--- src/rtl/cpu_defines_pkg.sv ---
// Shared CPU front-end definitions: fetch FSM encoding and address-map constants.
package cpu_defines_pkg;

    typedef enum logic [1:0] {
        IDLE = 2'd0,
        REQ  = 2'd1,
        WAIT = 2'd2,
        DONE = 2'd3
    } fetch_state_t;

    localparam logic [1:0]  SIZE_WORD  = 2'b10;
    localparam logic [31:0] KSEG_MASK  = 32'h1FFF_FFFF;
    localparam logic [1:0]  KSEG01_TAG = 2'b10;

endpackage

--- src/rtl/inst_addr_map.sv ---
// Virtual-to-physical address map: kseg0/kseg1 fold onto physical by clearing the top three bits.
module inst_addr_map
    import cpu_defines_pkg::*;
#(
    parameter bit ADDR_MAP_EN = 1'b1
) (
    input  logic [31:0] vaddr,
    output logic [31:0] paddr
);

    always_comb begin
        paddr = vaddr;
        if (ADDR_MAP_EN && (vaddr[31:30] == KSEG01_TAG)) begin
            paddr = vaddr & KSEG_MASK;
        end
    end

endmodule

--- src/rtl/inst_sram_bridge.sv ---
// Instruction-fetch bridge: turns each IF fetch into one SRAM-like bus read and holds the
// front end until the instruction for the current pc_i is available.
module inst_sram_bridge
    import cpu_defines_pkg::*;
#(
    parameter bit ADDR_MAP_EN = 1'b1
) (
    input  logic        clk_i,
    input  logic        rst_i,
    input  logic [31:0] pc_i,
    input  logic        ce_i,
    input  logic        stall_i,
    input  logic        flush_i,
    output logic        inst_req_o,
    output logic        inst_wr_o,
    output logic [1:0]  inst_size_o,
    output logic [31:0] inst_addr_o,
    output logic [31:0] inst_wdata_o,
    input  logic        inst_addr_ok_i,
    input  logic        inst_data_ok_i,
    input  logic [31:0] inst_rdata_i,
    output logic [31:0] inst_o,
    output logic        inst_valid_o,
    output logic        inst_adel_o,
    output logic        stall_req_o,
    output logic [1:0]  dbg_state
);

    // Bus handshake: a request is held (req with stable addr) until addr_ok;
    // exactly one data_ok follows each accepted address, and only one is outstanding.

    fetch_state_t state, next_state;
    logic         discard, next_discard;
    logic         adel, next_adel;
    logic [31:0]  buf_pc, next_buf_pc;
    logic [31:0]  buffer, next_buffer;
    logic [31:0]  addr, next_addr;
    logic [31:0]  paddr;
    logic         pc_hit;

    inst_addr_map #(.ADDR_MAP_EN(ADDR_MAP_EN)) u_addr_map (
        .vaddr (pc_i),
        .paddr (paddr)
    );

    always_ff @(posedge clk_i) begin
        if (rst_i) begin
            state   <= IDLE;
            discard <= 1'b0;
            adel    <= 1'b0;
            buf_pc  <= 32'h0;
            buffer  <= 32'h0;
            addr    <= 32'h0;
        end else begin
            state   <= next_state;
            discard <= next_discard;
            adel    <= next_adel;
            buf_pc  <= next_buf_pc;
            buffer  <= next_buffer;
            addr    <= next_addr;
        end
    end

    always_comb begin
        next_state   = state;
        next_discard = discard;
        next_adel    = adel;
        next_buf_pc  = buf_pc;
        next_buffer  = buffer;
        next_addr    = addr;
        case (state)
            IDLE: begin
                if (ce_i && !flush_i) begin
                    next_buf_pc = pc_i;
                    if (pc_i[1:0] == 2'b00) begin
                        next_addr  = paddr;
                        next_adel  = 1'b0;
                        next_state = REQ;
                    end else begin
                        // Misaligned fetch never reaches the bus; report it as a zero instruction.
                        next_buffer = 32'h0;
                        next_adel   = 1'b1;
                        next_state  = DONE;
                    end
                end
            end
            REQ: begin
                if (flush_i) begin
                    next_discard = 1'b1;
                end
                if (inst_addr_ok_i) begin
                    next_state = WAIT;
                end
            end
            WAIT: begin
                if (inst_data_ok_i) begin
                    next_buffer = inst_rdata_i;
                    // A flush arriving together with data_ok kills that data as well.
                    if (discard || flush_i) begin
                        next_discard = 1'b0;
                        next_state   = IDLE;
                    end else begin
                        next_state = DONE;
                    end
                end else if (flush_i) begin
                    next_discard = 1'b1;
                end
            end
            DONE: begin
                if (flush_i || !stall_i) begin
                    next_state = IDLE;
                end
            end
            default: next_state = IDLE;
        endcase
    end

    assign pc_hit       = (buf_pc == pc_i);
    assign inst_req_o   = (state == REQ);
    assign inst_wr_o    = 1'b0;
    assign inst_size_o  = SIZE_WORD;
    assign inst_addr_o  = addr;
    assign inst_wdata_o = 32'h0;
    assign inst_o       = (state == DONE) ? buffer : 32'h0;
    assign inst_adel_o  = (state == DONE) && adel;
    assign inst_valid_o = (state == DONE) && pc_hit && ce_i;
    assign stall_req_o  = ce_i && !((state == DONE) && pc_hit && !discard);
    assign dbg_state    = state;

    data_ok_only_in_wait: assert property (
        @(posedge clk_i) disable iff (rst_i) inst_data_ok_i |-> (state == WAIT)
    );

endmodule

--- config.mk ---
export PLATFORM = sky130hd
export DESIGN_NAME = inst_sram_bridge
export DESIGN_NICKNAME = d
export VERILOG_FILES = /design/src/rtl/cpu_defines_pkg.sv /design/src/rtl/inst_addr_map.sv /design/src/rtl/inst_sram_bridge.sv
export SDC_FILE = /design/constraint.sdc
export NUM_CORES = 1
export LEC_CHECK = 0
export ABC_AREA = 1
export BUFFER_PORTS_ARGS = -buffer_cell sky130_fd_sc_hd__buf_4
export CORE_MARGIN = 2
export CORE_UTILIZATION = 50
export DETAILED_ROUTE_END_ITERATION = 7
export GPL_TIMING_DRIVEN = 1
export HOLD_SLACK_MARGIN = 0.02
export PLACE_DENSITY = 0.78
export SLEW_MARGIN = 20
export SYNTH_ARGS = -nofsm -noshare
export SYNTH_HDL_FRONTEND = slang
export SYNTH_SLANG_ARGS = --single-unit
--- constraint.sdc ---
create_clock -name clk_i -period 2.3 [get_ports clk_i]
set_input_delay 0.46 -clock clk_i [delete_from_list [all_inputs] [get_ports clk_i]]
set_output_delay 0.46 -clock clk_i [all_outputs]
set_load 0.01 [all_outputs]
### Word level (Yosys, flattened, before mapping)

Index checks and enable logic that the tools add are counted.

| operators by class | value |
|---|---|
| multiplexer cells | 18 |
| reductions and logical operators | 21 |
| equality and inequality tests | 11 |

Operators by type and width:

| kind | count |
|---|---|
| 32-bit 2-to-1 mux | 5 |
| 32-bit case mux with 2 select lines | 1 |
| 32-bit == test | 1 |
| 2-bit 2-to-1 mux | 6 |
| 2-bit != test, second input constant | 4 |
| 2-bit case mux with 4 select lines | 1 |
| 4-bit AND reduction | 2 |
| 2-bit == test, second input constant | 3 |
| 1-bit logical AND | 6 |
| 1-bit logical NOT | 4 |
| 2-bit logical NOT | 2 |
| 1-bit 2-to-1 mux | 4 |
| 2-bit AND reduction | 2 |
| 2-bit nonzero test | 2 |
| 3-bit != test, second input constant | 1 |
| 3-bit AND reduction | 1 |
| 2-bit by 1-bit == test with 1-bit output, second input constant | 1 |
| 1-bit logical OR | 2 |
| 2-bit by 1-bit != test with 1-bit output, second input constant | 1 |
| 1-bit case mux with 2 select lines | 1 |

| word-level totals | value |
|---|---|
| logic and storage cells | 56 |
| flip-flop bits (word level) | 100 |

### Longest topological paths before layout

| depth | value |
|---|---|
| depth after elaboration | 5 |
| gate-level depth with buffers | 11 |
| mapped depth without buffers | 11 |

### Modules after synthesis

A second synthesis with hierarchy kept.

| unflattened totals | value |
|---|---|
| cells, all modules | 764 |
| area total of the unflattened synthesis | 5,142.4 um^2 |

Modules (own cells, without submodules):

| module | instances | seq. area each (um^2) | area an instance (um^2) | cells each |
|---|---|---|---|---|
| inst_sram_bridge | 1 | 2,001.9 | 4,897.2 | 729 |
| inst_addr_map | 1 | 0.0 | 245.2 | 35 |

### Worst setup path before layout

OpenSTA, ideal clock, no wires.

| timing path | value |
|---|---|
| path kind | register -> output |
| start point | register state[1], in the netlist dbg_state[1] |
| end point | output inst_valid_o |
| path buffers | 0 |
| required time | 1.840 ns |
| stages on the path, launching flop included | 7 |
| path slack | 0.489 ns |
| arrival time | 1.351 ns |
| path through | dfxtp_1 nand2_1 a21oi_1 nand3_1 nor2_1 nand4_1 nor3_1 |

| on the way | value |
|---|---|
| word-level cells in the longest chain between the ends | 3 |

RTL lines:

| what | RTL line | source |
|---|---|---|
| start: declaration | inst_sram_bridge.sv:32 | `fetch_state_t state, next_state;` |
| start signal: assignment | inst_sram_bridge.sv:55 | `state <= next_state;` |
| 2-bit == test | inst_sram_bridge.sv:126 | `assign inst_valid_o = (state == DONE) && pc_hit && ce_i;` |
| 1-bit logical AND (2 in series) | inst_sram_bridge.sv:126 |  |
| end: declaration | inst_sram_bridge.sv:23 | `output logic inst_valid_o,` |

Every way passes these cells.

### Worst setup path after layout

| timing path | value |
|---|---|
| start point | register state[1], in the netlist dbg_state[1] |
| end point | output stall_req_o |

| on the way | value |
|---|---|
| word-level cells in the longest chain between the ends | 5 |

RTL lines:

| what | RTL line | source |
|---|---|---|
| 2-bit == test | inst_sram_bridge.sv:127 | `assign stall_req_o = ce_i && !((state == DONE) && pc_hit && !discard);` |
| 1-bit logical AND (2 in series) | inst_sram_bridge.sv:127 |  |
| 1-bit logical NOT | inst_sram_bridge.sv:127 |  |
| 1-bit logical AND | inst_sram_bridge.sv:127 |  |
| end: declaration | inst_sram_bridge.sv:25 | `output logic stall_req_o,` |

Every way passes these cells.

==> qor.yml <==
worst_setup_path:
  required_ns: 1.84
  worstSetupEndpointType: "primary output"
  timing.rr.start: "dbg_state[0]"
  critical_path_peak_fanout: 7
  worst_ep_arrival_ns: 1.67
  critical-path-top-cell-by-count: "nor2_1"
  rrSetupSlack_ns: 0.69
  critical_path.n_buffers_inverters: 2
  critPathSlowestCell: "dfxtp_4"
  start_kind: "flip-flop"
  path_cells: "nand2_2 -> nor2_1 -> nand3_1 -> nor2_1 -> nand2_1 -> nor2_1 -> nand3_1 -> nand2_1 -> inv_1 -> buf_4"
  crit_family: "simple AND/OR/NAND/NOR gates"
  critPathMaxStageDelay_ns: 0.40
  path_class: "reg2out"
  crit-reg2reg-capture: "buffer[18]"
  worst_r2r_path_depth: 9
placed_design:
  place_congestion: 0.999
  place.port_buffers: 140
  dp.final_hpwl_mm: 9.21
logic_synthesis:
  synth_common_cells: "nand2_1, inv_1, dfxtp_1, a21oi_1, nor2_1"
  synth_top_flop_cell: "dfxtp_1"
  synth_most_common_cell: "nand2_1"
  ys_async_sr_fraction_pct: 0
  synthesis.area_mm2: 0.00485
  synth.avg_cell_area_um2: 6.50
  post-synth-top-area-fraction_pct: 41.3
  post_synth_main_area_contributors: "dfxtp_1, nand2_1, a21oi_1"
  netlist.top_cell.by_area: "dfxtp_1"
  register_area_share_after_synthesis_pct: 41.3
  synth_edf_count: 0
  yosysUniqueCellTypes: 28
  ys_ff_latch: 100
  synthCells: 746
  synth.yosys.warnings: 0
timing:
  worst_case_clock_skew_ns: 0.0127
  maxClockFrequency_mhz: 470
  endpoints_failing_setup: 0
  timing.final.crit_share_pct: 92.6
  timing.slew.headroom_pct: 57.5
  slew_viol_final: 0
  tightest_slew_ns: 0.637
  timing_hold_violations_final: 0
  rsz0062_at_grt: "false"
  final.setup.tns_ns: 0
  min_period_ns: 2.13
grt:
  grtUsageTotal_pct: 23.3
  grt_overflow_total: 0
  maximum_number_of_pins_on_one_net_before_global_route_repair: 62
  antenna_violations_before_repair: 0
  vias_in_the_first_global_route: 4271
  global_route_wire_length_before_repair_mm: 19.4
floorplan:
  start_util_pct: 52.0
  die_w_um: 102
  num_rows: 35
  dieArea_mm2: 0.0105
  core_mm2: 0.00933
  io-pin-count: 176
  die_h_um: 102
cells_and_area:
  antenna_cells: 0
  layout-area-overhead-vs-synth_pct: 25.7
  fin_nets: 945
  final_layout_size_suffix_gt1_share_pct: 20.3
  fillers: 869
route:
  dr_vias: 4764
  post-route-drc-count: 0
  antenna_violation_net_count_after_detailed_routing: 0
  detailedRoute.firstIterationViolations: 214
  drt-vias-per-instance: 4.73
  dr.pass1.iters: 4
  detail_route.wl_per_cell_um: 12.2
  totalWireLength_mm: 12.3
clocking:
  clk_lat_worst_skew_ns: 0.37
  clk_pin_slew_ns: 0.10
  tritoncts_buffer_count: 9
  ctsRootBufferMaster: "clkbuf_8"
  cts_setup_buffers: 0
  cts_sinks: 100
  clock_tree.buffer_depth: 2
  tritoncts_clock_tree: "yes"
  cts-htree-levels: 3
power_and_ir_drop:
  post-layout-total-power_mw: 4.50
  power.ir.vdd_worst_v: 0.000447
  powerDensity_mw_per_mm2: 739
  power.static_leakage_nw: 2.77
worst_hold_path:
  timing.hold.worst.class: "in2reg"
  hold_path_depth: 3
  worst_hold_startpoint: "inst_rdata_i[10]"
  whs_endpoint: "buffer[10]"
run_status:
  outcome: "finished, final reports clean"
flow_run:
  maxCapViolCount: 0
## power breakdown
group          total (mW)  leakage (nW)  switching [mW]  internal (mW)
Clock                1.14        0.0992           0.611          0.533
Sequential           2.07         0.814           0.122           1.94
Combinational        1.29          1.85           0.826          0.464
## layout by cell type (no fill, tap or decap), drive strengths merged
| cell type | Yosys | layout |
|---|---|---|
| nor3b | 2 | 2 |
| clkinv | 0 | 1 |
| nand3 | 9 | 9 |
| a221oi | 1 | 1 |
| buf | 47 | 150 |
| inv | 108 | 110 |
| a21oi | 88 | 88 |
| xor2 | 1 | 1 |
| nor2 | 90 | 90 |
| o211ai | 3 | 3 |
| nand4 | 5 | 5 |
| conb | 2 | 35 |
| nor4 | 1 | 1 |
| a211oi | 1 | 1 |
| nor3 | 8 | 8 |
| bufinv | 0 | 1 |
| nand2 | 214 | 214 |
| dfxtp | 100 | 100 |
| or2 | 1 | 1 |
| clkinvlp | 0 | 1 |
| xnor2 | 2 | 2 |
| clkbuf | 19 | 10 |
| o21ai | 44 | 44 |
## worst register-to-register path: cells and delay by family, from the launching register on
| family | cells | cell delay (ns) |
|---|---|---|
| compound gates | 2 | 0.20 |
| buf+inv | 3 | 0.55 |
| flops | 1 | 0.34 |
| simple gates | 4 | 0.46 |
## sequential cells by signal (all words and copies together), names as in the netlist
name and cells:
inst_addr_o 32, dbg_state 2, adel 1, discard 1, buffer 32, buf_pc 32
## cell type report
type	count	area [um^2]	area share, %
inverters	108	405	6.65
multi-input cells	505	2180	35.8
clock buffers	10	138	2.26
flip-flops and latches	100	2010	32.9
well taps	129	161	2.65
clock inverters	5	60.1	0.986
repair buffers	150	1140	18.7
## routing by layer
layer	track usage, %	share of wire [%]	up-vias
li1	-	-	2471
met1	30.6	44	2123
met2	38.9	48	150
met3	3.97	6.1	20
met4	7.59	1.7	0
met5	0	0	-
## per-stage QoR
step                      hold slack, ns  setup WS, ns  util, %  cell area [um^2]  std cells
final                              0.342         0.171     65.3              6090       1007
after global routing               0.336       0.00767     65.3              6090       1007
after CTS                          0.331        0.0463     65.1              6070       1007
after detailed placement           0.420         0.301     63.0              5880        992
after global placement             0.418         0.261     63.0              5880        992
after floorplan                    0.431         0.489        -              4970        779
## repair_timing
item                       in CTS  in global routing
gates resized for setup         1                  5
hold endpoints to repair        0                  0
hold buffers                    0                  0
setup endpoints to repair       2                  2
cloned                          0                  0
## how the worst max path moves through the flow
stage | from | endpoint | slack (ns) | cells after the start
3_3_place_gp | pc_i[24] | inst_valid_o | 0.26 | 9
4_1_cts | dbg_state[1] | inst_valid_o | 0.05 | 7
3_5_place_dp | pc_i[20] | stall_req_o | 0.30 | 13
5_1_grt | dbg_state[1] | stall_req_o | 0.008 | 10
2_1_floorplan | dbg_state[1] | inst_valid_o | 0.49 | 6
6_report | dbg_state[1] | stall_req_o | 0.17 | 10
## cells by family (layout without fill, tap and decap cells)
logic type      Yosys count  count (layout)  synth area share [%]
compound gates          137             137                  14.5
xor+xnor                  3               3                 0.542
buf+inv                 174             273                  16.6
flops                   100             100                  41.3
other cells               2              35                 0.155
simple gates            330             330                  26.8
Power figures use the tool's default switching activity.
